==> config.mk <==
export PLATFORM = sky130hd
export DESIGN_NAME = layer_xfer_ctrl
export DESIGN_NICKNAME = d
export VERILOG_FILES = /design/src/rtl/layer_pkg.sv /design/src/rtl/idx_counter3d.sv /design/src/rtl/layer_xfer_ctrl.sv
export SDC_FILE = /design/constraint.sdc
export NUM_CORES = 1
export LEC_CHECK = 0
export CAP_MARGIN = 0
export CORE_ASPECT_RATIO = 1.4
export CORE_MARGIN = 4
export CORE_UTILIZATION = 48
export DETAILED_ROUTE_END_ITERATION = 6
export GPL_TIMING_DRIVEN = 0
export HOLD_SLACK_MARGIN = 0.1
export PLACE_DENSITY = 0.84
export SYNTH_ARGS = -nofsm -noshare
export SYNTH_HDL_FRONTEND = slang
export SYNTH_HIERARCHICAL = 1
export SYNTH_SLANG_ARGS = --single-unit
==> constraint.sdc <==
create_clock -name clk -period 2.6 [get_ports clk]
set_input_delay 0.39 -clock clk [delete_from_list [all_inputs] [get_ports clk]]
set_output_delay 0.39 -clock clk [all_outputs]
set_load 0.02 [all_outputs]
==> src/rtl/layer_pkg.sv <==
// Shared constants and FSM encoding for the layer-to-layer feature map transfer.
// Transfer latency and flow control are documented in layer_xfer_ctrl.
package layer_pkg;

    localparam int DATA_SIZE = 64;
    localparam int IDX_W     = 16;

    // Default layer geometry: a 16-channel 26x26 feature map.
    localparam int L1_NUM_CH = 16;
    localparam int L1_DIM    = 26;

    typedef enum logic [1:0] {
        ST_IDLE   = 2'd0,
        ST_READ   = 2'd1,
        ST_DRAIN  = 2'd2,
        ST_FINISH = 2'd3
    } xfer_state_e;

endpackage

==> src/rtl/idx_counter3d.sv <==
// Wrapping ch/row/col index counter (col fastest); updates one cycle after inc or clr.
// No backpressure of its own: the caller holds inc low to freeze the index.
module idx_counter3d
#(
    parameter int NUM_CH = 16,
    parameter int DIM    = 26,
    parameter int IDX_W  = 16
)
(
    input  logic             clk,
    input  logic             reset_n,
    input  logic             inc,
    input  logic             clr,
    output logic [IDX_W-1:0] ch,
    output logic [IDX_W-1:0] row,
    output logic [IDX_W-1:0] col,
    output logic             last
);
    import layer_pkg::*;

    localparam logic [IDX_W-1:0] CH_MAX  = IDX_W'(NUM_CH - 1);
    localparam logic [IDX_W-1:0] DIM_MAX = IDX_W'(DIM - 1);

    logic [IDX_W-1:0] ch_q, ch_d;
    logic [IDX_W-1:0] row_q, row_d;
    logic [IDX_W-1:0] col_q, col_d;

    always_comb begin
        ch_d  = ch_q;
        row_d = row_q;
        col_d = col_q;
        if (clr) begin
            ch_d  = '0;
            row_d = '0;
            col_d = '0;
        end else if (inc) begin
            if (col_q == DIM_MAX) begin
                col_d = '0;
                if (row_q == DIM_MAX) begin
                    row_d = '0;
                    ch_d  = (ch_q == CH_MAX) ? '0 : ch_q + 1'b1;
                end else begin
                    row_d = row_q + 1'b1;
                end
            end else begin
                col_d = col_q + 1'b1;
            end
        end
    end

    always_ff @(posedge clk) begin
        if (!reset_n) begin
            ch_q  <= '0;
            row_q <= '0;
            col_q <= '0;
        end else begin
            ch_q  <= ch_d;
            row_q <= row_d;
            col_q <= col_d;
        end
    end

    assign ch   = ch_q;
    assign row  = row_q;
    assign col  = col_q;
    assign last = (ch_q == CH_MAX) && (row_q == DIM_MAX) && (col_q == DIM_MAX);

endmodule

==> src/rtl/layer_xfer_ctrl.sv <==
// Copies a NUM_CH x DIM x DIM map from layer output to next-layer input; write appears 2 cycles after read issue.
// dst_ready low freezes both pipeline stages and the read index; done/next_start pulse one cycle after the last write.
module layer_xfer_ctrl
#(
    parameter int NUM_CH    = layer_pkg::L1_NUM_CH,
    parameter int DIM       = layer_pkg::L1_DIM,
    parameter int IDX_W     = layer_pkg::IDX_W,
    parameter int DATA_SIZE = layer_pkg::DATA_SIZE
)
(
    input  logic                 clk,
    input  logic                 reset_n,
    input  logic                 start,
    output logic                 busy,
    output logic                 done,
    output logic                 next_start,
    output logic                 src_rd_en,
    output logic [IDX_W-1:0]     src_ch,
    output logic [IDX_W-1:0]     src_row,
    output logic [IDX_W-1:0]     src_col,
    input  logic [DATA_SIZE-1:0] src_rd_data,
    output logic                 dst_wr_en,
    output logic [IDX_W-1:0]     dst_ch,
    output logic [IDX_W-1:0]     dst_row,
    output logic [IDX_W-1:0]     dst_col,
    output logic [DATA_SIZE-1:0] dst_wr_data,
    input  logic                 dst_ready
);
    import layer_pkg::*;

    xfer_state_e state_q, state_d;

    logic cnt_last, cnt_clr, stall, last_accept;

    // P1: read in flight, waiting for src_rd_data
    logic             p1_vld_q, p1_vld_d, p1_last_q, p1_last_d;
    logic [IDX_W-1:0] p1_ch_q, p1_ch_d, p1_row_q, p1_row_d, p1_col_q, p1_col_d;

    // Output stage
    logic                 dst_vld_q, dst_vld_d, dst_last_q, dst_last_d;
    logic [IDX_W-1:0]     dst_ch_q, dst_ch_d, dst_row_q, dst_row_d, dst_col_q, dst_col_d;
    logic [DATA_SIZE-1:0] dst_dat_q, dst_dat_d;

    assign stall       = dst_vld_q && !dst_ready;
    assign src_rd_en   = (state_q == ST_READ) && !stall;
    assign cnt_clr     = (state_q == ST_FINISH);
    assign last_accept = dst_vld_q && dst_ready && dst_last_q;

    idx_counter3d #(
        .NUM_CH (NUM_CH),
        .DIM    (DIM),
        .IDX_W  (IDX_W)
    ) u_rd_idx (
        .clk     (clk),
        .reset_n (reset_n),
        .inc     (src_rd_en),
        .clr     (cnt_clr),
        .ch      (src_ch),
        .row     (src_row),
        .col     (src_col),
        .last    (cnt_last)
    );

    always_comb begin
        state_d    = state_q;
        busy       = (state_q != ST_IDLE);
        done       = 1'b0;
        next_start = 1'b0;
        case (state_q)
            ST_IDLE:   if (start) state_d = ST_READ;
            ST_READ:   if (src_rd_en && cnt_last) state_d = ST_DRAIN;
            ST_DRAIN:  if (last_accept) state_d = ST_FINISH;
            ST_FINISH: begin
                done       = 1'b1;
                next_start = 1'b1;
                state_d    = ST_IDLE;
            end
            default:   state_d = ST_IDLE;
        endcase
    end

    always_comb begin
        p1_vld_d   = p1_vld_q;
        p1_last_d  = p1_last_q;
        p1_ch_d    = p1_ch_q;
        p1_row_d   = p1_row_q;
        p1_col_d   = p1_col_q;
        dst_vld_d  = dst_vld_q;
        dst_last_d = dst_last_q;
        dst_ch_d   = dst_ch_q;
        dst_row_d  = dst_row_q;
        dst_col_d  = dst_col_q;
        dst_dat_d  = dst_dat_q;
        if (state_q == ST_FINISH) begin
            p1_vld_d   = 1'b0;
            p1_last_d  = 1'b0;
            p1_ch_d    = '0;
            p1_row_d   = '0;
            p1_col_d   = '0;
            dst_vld_d  = 1'b0;
            dst_last_d = 1'b0;
            dst_ch_d   = '0;
            dst_row_d  = '0;
            dst_col_d  = '0;
            dst_dat_d  = '0;
        end else if (!stall) begin
            p1_vld_d   = src_rd_en;
            p1_last_d  = src_rd_en && cnt_last;
            p1_ch_d    = src_ch;
            p1_row_d   = src_row;
            p1_col_d   = src_col;
            dst_vld_d  = p1_vld_q;
            dst_last_d = p1_last_q;
            dst_ch_d   = p1_ch_q;
            dst_row_d  = p1_row_q;
            dst_col_d  = p1_col_q;
            dst_dat_d  = src_rd_data;
        end
    end

    always_ff @(posedge clk) begin
        if (!reset_n) begin
            state_q    <= ST_IDLE;
            p1_vld_q   <= 1'b0;
            p1_last_q  <= 1'b0;
            p1_ch_q    <= '0;
            p1_row_q   <= '0;
            p1_col_q   <= '0;
            dst_vld_q  <= 1'b0;
            dst_last_q <= 1'b0;
            dst_ch_q   <= '0;
            dst_row_q  <= '0;
            dst_col_q  <= '0;
            dst_dat_q  <= '0;
        end else begin
            state_q    <= state_d;
            p1_vld_q   <= p1_vld_d;
            p1_last_q  <= p1_last_d;
            p1_ch_q    <= p1_ch_d;
            p1_row_q   <= p1_row_d;
            p1_col_q   <= p1_col_d;
            dst_vld_q  <= dst_vld_d;
            dst_last_q <= dst_last_d;
            dst_ch_q   <= dst_ch_d;
            dst_row_q  <= dst_row_d;
            dst_col_q  <= dst_col_d;
            dst_dat_q  <= dst_dat_d;
        end
    end

    assign dst_wr_en   = dst_vld_q;
    assign dst_ch      = dst_ch_q;
    assign dst_row     = dst_row_q;
    assign dst_col     = dst_col_q;
    assign dst_wr_data = dst_dat_q;

endmodule

Yosys cells after proc, flatten, opt, wreduce, memory -nomap -nowiden

Cells that the tools add are included.

Flip-flop bits (word level): 214
Input port bits: 68
Output and inout port bits: 165

$add $sub $neg: 3
Equal/unequal tests: 9
Muxes and demuxes: 8
Bitwise logic cells: 1
Reductions and logical operators: 15

Operator list:

| operator                                                                 | number |
|---|---|
| 16-bit by 1-bit adder with 16-bit output (second input constant)         | 3 |
| 16-bit 2-to-1 mux                                                        | 3 |
| 16-bit by 5-bit equality test with 1-bit output (second input constant)  | 2 |
| 16-bit by 4-bit equality test with 1-bit output (second input constant)  | 1 |
| 2-bit one-hot mux with 4 select lines                                    | 1 |
| 1-bit logical AND                                                        | 7 |
| 2-bit 2-to-1 mux                                                         | 3 |
| 3-bit AND reduction                                                      | 2 |
| 2-bit equality test (second input constant)                              | 2 |
| 2-bit inequality test (second input constant)                            | 2 |
| 2-bit by 1-bit equality test with 1-bit output (second input constant)   | 1 |
| 1-bit zero test                                                          | 2 |
| 2-bit zero test                                                          | 1 |
| 2-bit by 1-bit inequality test with 1-bit output (second input constant) | 1 |
| 2-bit AND reduction                                                      | 1 |
| 2-bit nonzero test                                                       | 1 |
| 2-bit OR reduction                                                       | 1 |
| 1-bit 2-to-1 mux                                                         | 1 |
| 1-bit inverter                                                           | 1 |

Depth between registers and ports, before layout

Gate-level depths: netlist (run 1).

Depth after elaboration: 7
Mapped depth: 12

Hierarchy

The synthesis (run 1) kept the hierarchy.

Modules (own cells, without submodules):

| module          | times used | cells each | area each (sq um) | seq. area each (sq um) |
|---|---|---|---|---|
| layer_xfer_ctrl | 1          | 734        | 5913.2            | 3323.2 |
| idx_counter3d   | 1          | 296        | 2432.3            | 960.9 |

Worst setup path after synthesis (run 1)

Ideal clock, no wire load.

Path type: reg-to-reg
Start: reg u_rd_idx.ch_q[0] (netlist: u_rd_idx/ch[0])
End: reg state_q[0]
Library setup time: 72 ps
Arrival: 2463 ps
Path slack: 65 ps
Cell stages (with the launch flop): 11
Path buffers: 2
Path through: dfxtp_1 > ha_1 > and3_1 > and4_1 > clkbuf_1 > clkbuf_1 > nand3b_1 > nor3_1 > nand2_1 > a221oi_2 > mux2i_1

Longest elaborated chain between the ends: 6

Ends and longest elaborated chain:

| item                                                              | RTL line               | RTL |
|---|---|---|
| start, declared                                                   | idx_counter3d.sv:24    | `logic [IDX_W-1:0] ch_q, ch_d;` |
| start signal, assigned                                            | idx_counter3d.sv:57    | `ch_q <= ch_d;` |
| 16-bit by 4-bit equality test with 1-bit output                   | idx_counter3d.sv:66    | `assign last = (ch_q == CH_MAX) && (row_q == DIM_MAX) && (col_q == DIM_MAX);` |
| 1-bit logical AND (2 in series)                                   | idx_counter3d.sv:66    |  |
| net cnt_last                                                      | layer_xfer_ctrl.sv:33  | `logic cnt_last, cnt_clr, stall, last_accept;` |
| 1-bit logical AND                                                 | layer_xfer_ctrl.sv:71  | `ST_READ: if (src_rd_en && cnt_last) state_d = ST_DRAIN;` |
| 2-bit by 1-bit inequality test with 1-bit output (no source line) | --                     |  |
| 3-bit AND reduction (no source line)                              | --                     |  |
| end signal, assigned                                              | layer_xfer_ctrl.sv:136 | `state_q <= state_d;` |
| end, declared                                                     | layer_xfer_ctrl.sv:31  | `xfer_state_e state_q, state_d;` |

The timed path passes the listed nets, and every way through them passes these cells.
A chain may end at the register's enable or synchronous reset.

Worst setup path in the final report (run 1)

Start: reg u_rd_idx.row_q[0] (netlist: u_rd_idx/row[0])
End: reg u_rd_idx.ch_q[6] (netlist: u_rd_idx/ch[6])

Longest elaborated chain between the ends: 2

Ends and longest elaborated chain:

| item                                            | RTL line            | RTL |
|---|---|---|
| start, declared                                 | idx_counter3d.sv:25 | `logic [IDX_W-1:0] row_q, row_d;` |
| start signal, assigned                          | idx_counter3d.sv:58 | `row_q <= row_d;` |
| 16-bit by 5-bit equality test with 1-bit output | idx_counter3d.sv:39 | `if (row_q == DIM_MAX) begin` |
| 3-bit AND reduction (no source line)            | --                  |  |

No other way between the ends.

==> results of run 1 <==
## state kept, by name, summed over array words and instances, names as in the netlist
signal,cells
dst_wr_data,64
dst_ch,16
dst_col,16
dst_row,16
p1_ch_q,16
p1_col_q,16
p1_row_q,16
u_rd_idx/ch,16
u_rd_idx/col,16
u_rd_idx/row,16
state_q,2
dst_last_q,1
dst_wr_en,1
p1_last_q,1
p1_vld_q,1
## final cells by class
type	instances	area share (%)
buffer	67	3.783
tap	232	2.493
clock inverter	6	0.4729
sequential	214	36.81
clock buffer	27	5.051
multi-input combinational	737	31.04
timing repair buffer	234	20.06
inverter	9	0.2902
## worst max-delay path, stage by stage (launching register included)
cell                      delay, ns
sky130_fd_sc_hd__dfxtp_1       0.57
sky130_fd_sc_hd__ha_1          0.22
sky130_fd_sc_hd__nor3b_1       0.19
sky130_fd_sc_hd__nand4_1       0.35
sky130_fd_sc_hd__or2_0         0.33
sky130_fd_sc_hd__buf_2         0.17
sky130_fd_sc_hd__or4_1         0.47
sky130_fd_sc_hd__a21oi_1       0.14
## layout by cell type (no fill, tap or decap), drive strengths merged, types with 3 or more instances in the layout
cell type	netlist	routed
nand3	14	14
nor2	54	54
nor2b	3	3
ha	10	10
nor4	15	15
nand2b	3	3
inv	9	9
nor3b	3	3
nand3b	3	3
and4	4	4
clkdlybuf4s50	0	231
buf	46	48
o211ai	5	5
o21ai	9	9
clkbuf	24	48
clkinv	0	5
a21oi	174	174
nand4	17	17
nand2	352	352
a31oi	4	4
and3	8	8
xnor2	20	20
dfxtp	214	214
nor3	8	8
xor2	10	10
## how the worst max path moves through the flow
| stage | end | start | depth (start not counted) |
|---|---|---|---|
| 2_1_floorplan | state_q[0] | u_rd_idx/ch[0] | 10 |
| 3_3_place_gp | u_rd_idx/ch[11] | dst_ready | 12 |
| 3_5_place_dp | u_rd_idx/ch[11] | dst_ready | 12 |
| 4_1_cts | u_rd_idx/ch[6] | dst_ready | 12 |
| 5_1_grt | u_rd_idx/ch[6] | u_rd_idx/row[0] | 7 |
| 6_report | u_rd_idx/ch[6] | u_rd_idx/row[0] | 7 |
## layer usage
layer | global-route usage [%] | routed length [um]
met1 | 27.72 | 9508
met2 | 47.56 | 13290
met3 | 4.719 | 1962
met4 | 9.432 | 876
met5 | 0 | 0
## cell families (layout without fill, tap and decap cells)
group | after synthesis | after routing | share of synthesized area (%)
xor gates and xnor gates | 30 | 30 | 3.148
AOI/OAI and AO/OA | 201 | 201 | 12.73
adders and majority gates | 10 | 10 | 1.499
muxes | 2 | 2 | 0.2399
buffers and inverters | 79 | 343 | 5.757
and+or+nand+nor | 494 | 494 | 25.29
DFF | 214 | 214 | 51.33
## what timing repair did
| item | 4_1_cts | 5_1_grt |
|---|---|---|
| resized for setup | 12 | 6 |
| buffers inserted | 1 | 1 |
| gates cloned | 0 | 0 |
| setup endpoints to repair | 40 | 43 |
| pin swaps | 1 | 1 |
## power groups by stage
stage	Combinational, mW	Sequential, mW	Clock, mW
after CTS	1.34	3.55	2.94
after floorplan	0.557	3.76	0
final	1.36	3.55	2.89
after global placement	1.31	3.61	0
after detailed placement	1.33	3.62	0
after global routing	1.46	3.57	3.06
==> run metrics, run 1 <==
critical path launch point type=register; actual slew at the worst max-slew pin=0.6112 ns; Final HPWL DP=18490 um; Primary FF master, synth=sky130_fd_sc_hd__dfxtp_1; dominant cells by area after synthesis=sky130_fd_sc_hd__dfxtp_1, sky130_fd_sc_hd__nand2_1, sky130_fd_sc_hd__a21oi_1; Setup Total Neg Slack=0 ns; pin count of the biggest net entering global routing=17; clock edge transition at the registers on the reported setup and hold paths=0.06 ns; Placement Cell Area=0.01096 mm^2; total vias in the final route=8000; layout overhead on the synthesized area=39.51%; maximum net fanout on the critical path=8; total core area=0.01689 mm^2; number of synthesis warnings=6; clock period minus final worst setup slack=2.517 ns; TritonCTS clock tree=built; required time of the worst setup path=3.02 ns; setup clock skew after layout=0.009813 ns; post-route worst hold slack=0.4481 ns; RSZ-0062 raised after global routing=false; leading cell type by number of instances after synthesis=sky130_fd_sc_hd__nand2_1; clock power share=37.1%; hold bufs inserted after CTS=0; Synth Register Bits=214; Chip Height=164.0 um; Gate Count Post-Synth=1030; clk_lat worst skew=0.49 ns; filler cell count=1351; net count of the mapped netlist=1108; VDD IR max=0.3693 mV; register-to-register setup slack=0.08 ns; area share of the largest cell type after synthesis=51.33%; area of the multi-input gates=0.003613 mm^2; maximum capacitance violations=0; fraction of synthesis flops using an asynchronous set or reset pin=0%; achievable clock frequency=397.3 MHz; placement row count=56; critical path type=register to register; Placed Cells=1494; post-layout worst setup margin=0.08308 ns; cell type with the largest total area after synthesis=sky130_fd_sc_hd__dfxtp_1; floorplan die width=119.4 um; cell count of the worst hold path=2; GPL Wtd Cong=0.8787; leakage component of the power=4.159 nW; average vias per placed instance=5.242; sequential fraction of design power=45.5%; die area=0.01959 mm^2; global-route total usage across every layer=25.13%; sequential standard cell area=0.004285 mm^2; Worst slew margin=59.03%; Post-layout nets=1362; wire length of the first global-routing pass=40100 um; number of global-route vias before repair=7784; P_sw=2.101 mW; Hold Path Class=register to register; part of the cycle the worst path needs=96.80%; initial antenna violation count=0; pre-CTS setup slack=-0.7031 ns; capturing point of the worst reg2reg path=u_rd_idx/ch[6]; number of endpoints failing setup at the final stage=0; total congestion overflow=0; ratio of cells with drive above 1 in the final layout=7.264%; Worst R2R Path Depth=7; Max Root-Sink Buffers=3; mapped cell area=0.008346 mm^2; count of flip-flops with a built-in enable after synthesis=0; Seq/Total Area, Yosys=51.33%; mean area per synthesized cell=8.102 um^2; hold path startpoint=dst_wr_data[41]; number of standard cells in the final layout excluding fillers=1526; initial core utilization=49.42%; number of antenna-violating nets in the routed design=0; post-detailed-routing wire length=25630 um; total non-filler cell area in the finished layout=0.01164 mm^2; Overall Power=7.797 mW; Sw Ratio=26.94%; number of DRC violations after detailed routing=0; origin of the critical flop-to-flop path=u_rd_idx/row[0]; outcome=finished, final reports clean; power density over the cells=669.7 mW/mm^2; endpoint with the worst hold slack=dst_wr_data[41]; number of DRC markers in iteration 0=538; part of the power in combinational logic=17.4%; signal arrival time at the worst endpoint=2.94 ns; Final Max Tran Viols=0; Synth top cells by count=sky130_fd_sc_hd__nand2_1, sky130_fd_sc_hd__dfxtp_1, sky130_fd_sc_hd__a21oi_1; design internal power=5.696 mW; Netlist cell types=44; Boundary Pins=233; clock tree sinks=214; number of detailed-route iterations in the first pass=5; element type at the critical path end=register; number of levels the H-tree was split into=1; Routed WL per cell=16.80 um; diode count=0; library cell used as clock root buffer=sky130_fd_sc_hd__clkbuf_16; IO Port Bufs=232; TritonCTS buffer count=21; post-route core utilization=68.95%; final hold violation count=0
(Power assumes the default switching activity.)
==> run 2: changes to the inputs <==
==> constraint.sdc (replaced) <==
create_clock -name clk -period 2.4 [get_ports clk]
set_input_delay 0.36 -clock clk [delete_from_list [all_inputs] [get_ports clk]]
set_output_delay 0.36 -clock clk [all_outputs]
set_load 0.005 [all_outputs]
==> run 2 against run 1 <==
- flip-flop and latch count did not move
- first-iteration DRC count fell by 0.93%
- worst hold slack got worse by 0.10 ns
- count of clock-buffer cells in the layout rose by 2
- fmax rose by 11%
- via count rose by 0.10%
- sequential share of layout area fell by 0.37 points
- register-to-register slack improved by 0.05 ns
==> run metrics, run 2 (synthesis gave the netlist of run 1 again) <==
number of DRC markers in iteration 0=533 (-0.93%); global-route total usage across every layer=24.87% (-0.26 points); placement row count=56 (unchanged); number of endpoints failing setup at the final stage=0 (unchanged); total congestion overflow=0 (unchanged); Final Max Tran Viols=0 (unchanged); floorplan die width=119.4 um (unchanged); slowest library cell on the worst path=sky130_fd_sc_hd__dfxtp_2; layout overhead on the synthesized area=41.14%; library cell used as clock root buffer=sky130_fd_sc_hd__clkbuf_16; IO Port Bufs=232 (unchanged); leakage component of the power=4.214 nW (+1.3%); final hold violation count=0 (unchanged); total vias in the final route=8008 (+0.10%); Chip Height=164.0 um (unchanged); cell count of the worst hold path=4 (+2); TritonCTS clock tree=built; Placed Cells=1494 (unchanged); endpoint with the worst hold slack=state_q[1]; average vias per placed instance=5.207 (-0.68%); filler cell count=1341 (-0.74%); initial core utilization=49.42% (unchanged); achievable clock frequency=441.6 MHz (+11%); Worst R2R Path Depth=9 (+2); crit-path cells=ha_2, and3_2, and4_4, buf_6, nand3b_1, nor3_2, nand2_1, a221oi_2, mux2i_1; power density over the cells=706.0 mW/mm^2 (+5.4%); clock tree sinks=214 (unchanged); Hold Path Class=primary input to register; post-route worst hold slack=0.3451 ns (-0.1031 ns); clock period minus final worst setup slack=2.264 ns (-0.2525 ns); wire length of the first global-routing pass=39680 um (-1.0%); post-layout worst setup margin=0.1356 ns (+0.05251 ns); Overall Power=8.316 mW (+6.7%); capturing point of the worst reg2reg path=state_q[0]; RSZ-0062 raised after global routing=false; dominant delay contributor by cell family on the critical path=simple AND/OR/NAND/NOR gates; number of levels the H-tree was split into=1 (unchanged); number of antenna-violating nets in the routed design=0 (unchanged); clock edge transition at the registers on the reported setup and hold paths=0.07 ns (about the same); Routed WL per cell=16.40 um (-2.4%); required time of the worst setup path=2.82 ns (-0.20 ns); total core area=0.01689 mm^2 (unchanged); Worst slew margin=64.79% (+5.8 points); Max Root-Sink Buffers=3 (unchanged); pre-CTS setup slack=-0.9234 ns (-0.2203 ns); setup clock skew after layout=0.01120 ns (+0.001386 ns); part of the cycle the worst path needs=94.35% (-2.5 points); outcome=finished, final reports clean; GPL Wtd Cong=0.8931 (+1.6%); post-detailed-routing wire length=25220 um (-1.6%); register-to-register setup slack=0.14 ns (+0.05 ns); clk_lat worst skew=0.49 ns (about the same); TritonCTS buffer count=20 (-4.8%); number of DRC violations after detailed routing=0 (unchanged); ratio of cells with drive above 1 in the final layout=8.729% (+1.5 points); number of standard cells in the final layout excluding fillers=1538 (+0.79%); diode count=0 (unchanged); Setup Total Neg Slack=0 ns (unchanged); slowest cell delay on critical path=0.38 ns (-0.19 ns); Boundary Pins=233 (unchanged); Final HPWL DP=18660 um (+0.89%); leading cell type in the layout, fill and taps excluded=sky130_fd_sc_hd__nand2_1; top library cells by usage in the layout, fill and taps aside=sky130_fd_sc_hd__nand2_1, sky130_fd_sc_hd__clkdlybuf4s50_1, sky130_fd_sc_hd__dfxtp_1; flip-flop count of the largest register, all copies and words added=64 (unchanged); number of global-route vias before repair=7667 (-1.5%); critical path launch point type=register; signal arrival time at the worst endpoint=2.68 ns (-0.26 ns); die area=0.01959 mm^2 (unchanged); hold path startpoint=dst_ready; initial antenna violation count=1 (+1); actual slew at the worst max-slew pin=0.5281 ns (-0.08302 ns); origin of the critical flop-to-flop path=u_rd_idx/ch[0]; pin count of the biggest net entering global routing=19 (+2); critical path type=register to register; maximum capacitance violations=0 (unchanged); VDD IR max=0.4315 mV (+17%); maximum net fanout on the critical path=10 (+2); Post-layout nets=1370 (+0.59%); number of detailed-route iterations in the first pass=5 (unchanged); element type at the critical path end=register; worst path bufs/invs=1 (unchanged)
-- run 2: metal layers --
metal  GRT usage, %  share of wire, %
met5              0             0.036
met4          9.328               3.4
met3          4.823               7.3
met2          46.71                52
met1          27.63                37
-- run 2: tightest hold or removal path, delay by kind of cell --
family          cells  cell delay (ns)
buf+inv             1             0.14
mux                 1             0.12
compound gates      1             0.08
simple gates        1             0.10
-- run 2: metrics by stage --
step                      utilization (%)  instance area (um^2)
after global routing                69.75                 11780
after CTS                           69.21                 11690
after global placement              64.90                 10960
after detailed placement            64.90                 10960
after floorplan                         -                  8347
final                               69.75                 11780
-- run 2: worst max-delay path by stage --
stage / endpoint / cells past startpoint / startpoint / slack [ns]
floorplan: state_q[0] / 10 / u_rd_idx/ch[0] / 0.08
global placement: u_rd_idx/ch[11] / 12 / dst_ready / -0.84
detailed placement: u_rd_idx/ch[11] / 12 / dst_ready / -0.92
CTS: state_q[1] / 9 / u_rd_idx/ch[1] / 0.01
global route: state_q[1] / 9 / u_rd_idx/ch[0] / 0.007
finish: state_q[0] / 9 / u_rd_idx/ch[0] / 0.14
-- run 2: cell type report --
cell class                 instances  area [um^2]  share of cell area [%]
sequential                       214         4292                   36.44
multi-input combinational        737         3651                   31.00
timing repair buffer             242         2400                   20.37
clock buffer                      29        585.6                   4.971
buffer                            68        456.7                   3.877
tap                              232        290.3                   2.464
clock inverter                     7        70.07                  0.5949
inverter                           9        33.78                  0.2868
-- run 2: power breakdown --
part	switching, mW	internal [mW]	leakage, nW
sequential	0.133	3.73	1.74
combinational	0.653	0.661	2.15
clock	1.32	1.82	0.321
total	2.11	6.21	4.21
-- run 2: what timing repair did --
item	in CTS	in global routing
buffers inserted	6	4
gates resized for setup	15	24
hold buffers	0	0
pin swaps	3	4
setup endpoints to repair	45	41
==> run 3: changes to the inputs <==
Settings changed: REMOVE_ABC_BUFFERS from default to 1.
==> run 3 against run 2 <==
- fmax decreased by 5.5%
- critical path depth decreased by 1
- worst hold slack improved by 0.077 ns
- non-clock buffer count decreased by 58
- setup slack got worse by 0.13 ns
- utilization decreased by 1.4 points
- combinational power decreased by 4%
- power decreased by 0.57%
- sequential power about the same
- wire length decreased by 10%
- sequential share of layout area increased by 0.68 points
- critical path type unchanged
- critical endpoint is now u_rd_idx/ch[6]
- largest power group unchanged
- highest routed layer is now met4
==> run metrics, run 3 (synthesis gave the netlist of run 1 again) <==
outcome=finished, final reports clean; part of the power in combinational logic=15.2% (-0.6 points); GPL Wtd Cong=0.8479 (-5.1%); final hold violation count=0 (unchanged); crit-path cells=ha_4, nand2_1, inv_2, nor4bb_4, nand4_1, or2_4, or4_1, a21oi_1; VDD IR max=0.7888 mV (+83%); number of antenna-violating nets in the routed design=0 (unchanged); initial antenna violation count=0 (-1); Final HPWL DP=13930 um (-25%); clock power share=38.3% (+0.5 points); global-route total usage across every layer=21.91% (-3.0 points); maximum capacitance violations=0 (unchanged); area of the multi-input gates=0.003704 mm^2 (+1.4%); Chip Height=164.0 um (unchanged); number of DRC markers in iteration 0=506 (-5.1%); post-route worst hold slack=0.4217 ns (+0.07668 ns); post-route core utilization=68.38% (-1.4 points); part of the cycle the worst path needs=99.81% (+5.5 points); achievable clock frequency=417.5 MHz (-5.5%); initial core utilization=49.42% (unchanged); Worst slew margin=36.92% (-28 points); Routed WL per cell=15.27 um (-6.9%); clock edge transition at the registers on the reported setup and hold paths=0.07 ns (about the same); TritonCTS clock tree=built; P_sw=2.043 mW (-3.2%); hold bufs inserted after CTS=0 (unchanged); setup clock skew after layout=0.009610 ns (-0.001589 ns); Final Max Tran Viols=0 (unchanged); slowest library cell on the worst path=sky130_fd_sc_hd__or4_1; critical path launch point type=register; average vias per placed instance=5.208 (about the same); number of levels the H-tree was split into=1 (unchanged); number of global-route vias before repair=7343 (-4.2%); total core area=0.01689 mm^2 (unchanged); clk_lat worst skew=0.49 ns (about the same); layout overhead on the synthesized area=38.35%; total congestion overflow=0 (unchanged); number of endpoints failing setup at the final stage=0 (unchanged); top library cells by usage in the layout, fill and taps aside=sky130_fd_sc_hd__nand2_1, sky130_fd_sc_hd__clkdlybuf4s50_1, sky130_fd_sc_hd__dfxtp_1; pre-CTS setup slack=-2.303 ns (-1.380 ns); signal arrival time at the worst endpoint=2.81 ns (+0.13 ns); leading cell type in the layout, fill and taps excluded=sky130_fd_sc_hd__nand2_1; pin count of the biggest net entering global routing=82 (+63); TritonCTS buffer count=20 (unchanged); total vias in the final route=7724 (-3.5%); Sw Ratio=24.71% (-0.67 points); library cell used as clock root buffer=sky130_fd_sc_hd__clkbuf_16; floorplan die width=119.4 um (unchanged); required time of the worst setup path=2.81 ns (about the same); post-layout worst setup margin=0.004583 ns (-0.1310 ns); Post-layout nets=1316 (-3.9%); wire length of the first global-routing pass=36050 um (-9.2%); filler cell count=1324 (-1.3%); sequential fraction of design power=46.5% (about the same); slowest cell delay on critical path=0.47 ns (+0.09 ns); actual slew at the worst max-slew pin=0.9462 ns (+0.4180 ns); placement row count=56 (unchanged); design internal power=6.226 mW (+0.31%); diode count=0 (unchanged); critical path type=register to register; power density over the cells=716.1 mW/mm^2 (+1.4%); ratio of cells with drive above 1 in the final layout=6.155% (-2.6 points); clock period minus final worst setup slack=2.395 ns (+0.1310 ns); Max Root-Sink Buffers=3 (unchanged); element type at the critical path end=register; die area=0.01959 mm^2 (unchanged); Setup Total Neg Slack=0 ns (unchanged); flip-flop count of the largest register, all copies and words added=64 (unchanged); maximum net fanout on the critical path=7 (-3); sequential standard cell area=0.004285 mm^2 (-0.15%); post-detailed-routing wire length=22650 um (-10%); clock tree sinks=214 (unchanged); number of detailed-route iterations in the first pass=5 (unchanged); leakage component of the power=4.060 nW (-3.7%); Hold Path Class=primary input to register; IO Port Bufs=232 (unchanged); Boundary Pins=233 (unchanged); number of DRC violations after detailed routing=0 (unchanged)
run 3: cell type report:
cell class / instances / area share, %
repair buffers: 252 / 22.27
multi-input cells: 741 / 32.08
flip-flops and latches: 214 / 37.12
clock inverters: 5 / 0.4551
inverters: 9 / 0.2926
well taps: 232 / 2.514
clock buffers: 30 / 5.277
run 3: timing repair:
| action | 4_1_cts | 5_1_grt |
|---|---|---|
| gates cloned | 4 | 0 |
| setup endpoints to repair | 51 | 47 |
| gates resized for setup | 14 | 9 |
| pin swaps | 3 | 2 |
| setup buffers | 8 | 7 |
run 3: final timing paths:
kind | start | endpoint | slack (ns) | cells past startpoint
max | state_q[0] | u_rd_idx/ch[6] | 0.005 | 8
min | src_rd_data[59] | dst_wr_data[59] | 0.42 | 3
max reg2reg | state_q[0] | u_rd_idx/ch[6] | 0.005 | 8
min reg2reg | dst_wr_data[1] | dst_wr_data[1] | 0.45 | 2
run 3: layer usage:
metal	share of wire (%)	GRT usage [%]	wire (um)	up-vias
met1	41	26.66	9207	3615
met4	2.8	8.077	626	0
met2	52	39.40	11780	237
met5	0	0	0	-
met3	4.6	2.997	1035	47
li1	-	-	-	3825
run 3: worst max-delay path, delay by kind of cell, from the launching register on:
kind | cells | cell delay [ns]
flip-flops | 1 | 0.43
AND/OR/NAND/NOR | 5 | 1.39
AO/OA/AOI/OAI | 1 | 0.14
buffers and inverters | 1 | 0.15
adder cells (fa/ha/maj) | 1 | 0.20
run 3: stage by stage:
stage / instances / area (um^2) / power, mW
after global routing: 1483 / 11550 / 8.629
after global placement: 1424 / 10510 / 5.020
after CTS: 1476 / 11450 / 8.258
after detailed placement: 1429 / 10660 / 5.051
final: 1483 / 11550 / 8.269
after floorplan: 960 / 7899 / 4.412
run 3: power groups by stage:
stage / clock (mW) / combinational (mW) / sequential, mW
2_1_floorplan: 0 / 0.496 / 3.92
3_3_place_gp: 0 / 1.11 / 3.91
3_5_place_dp: 0 / 1.14 / 3.91
4_1_cts: 3.23 / 1.19 / 3.84
5_1_grt: 3.38 / 1.38 / 3.87
6_report: 3.16 / 1.26 / 3.85
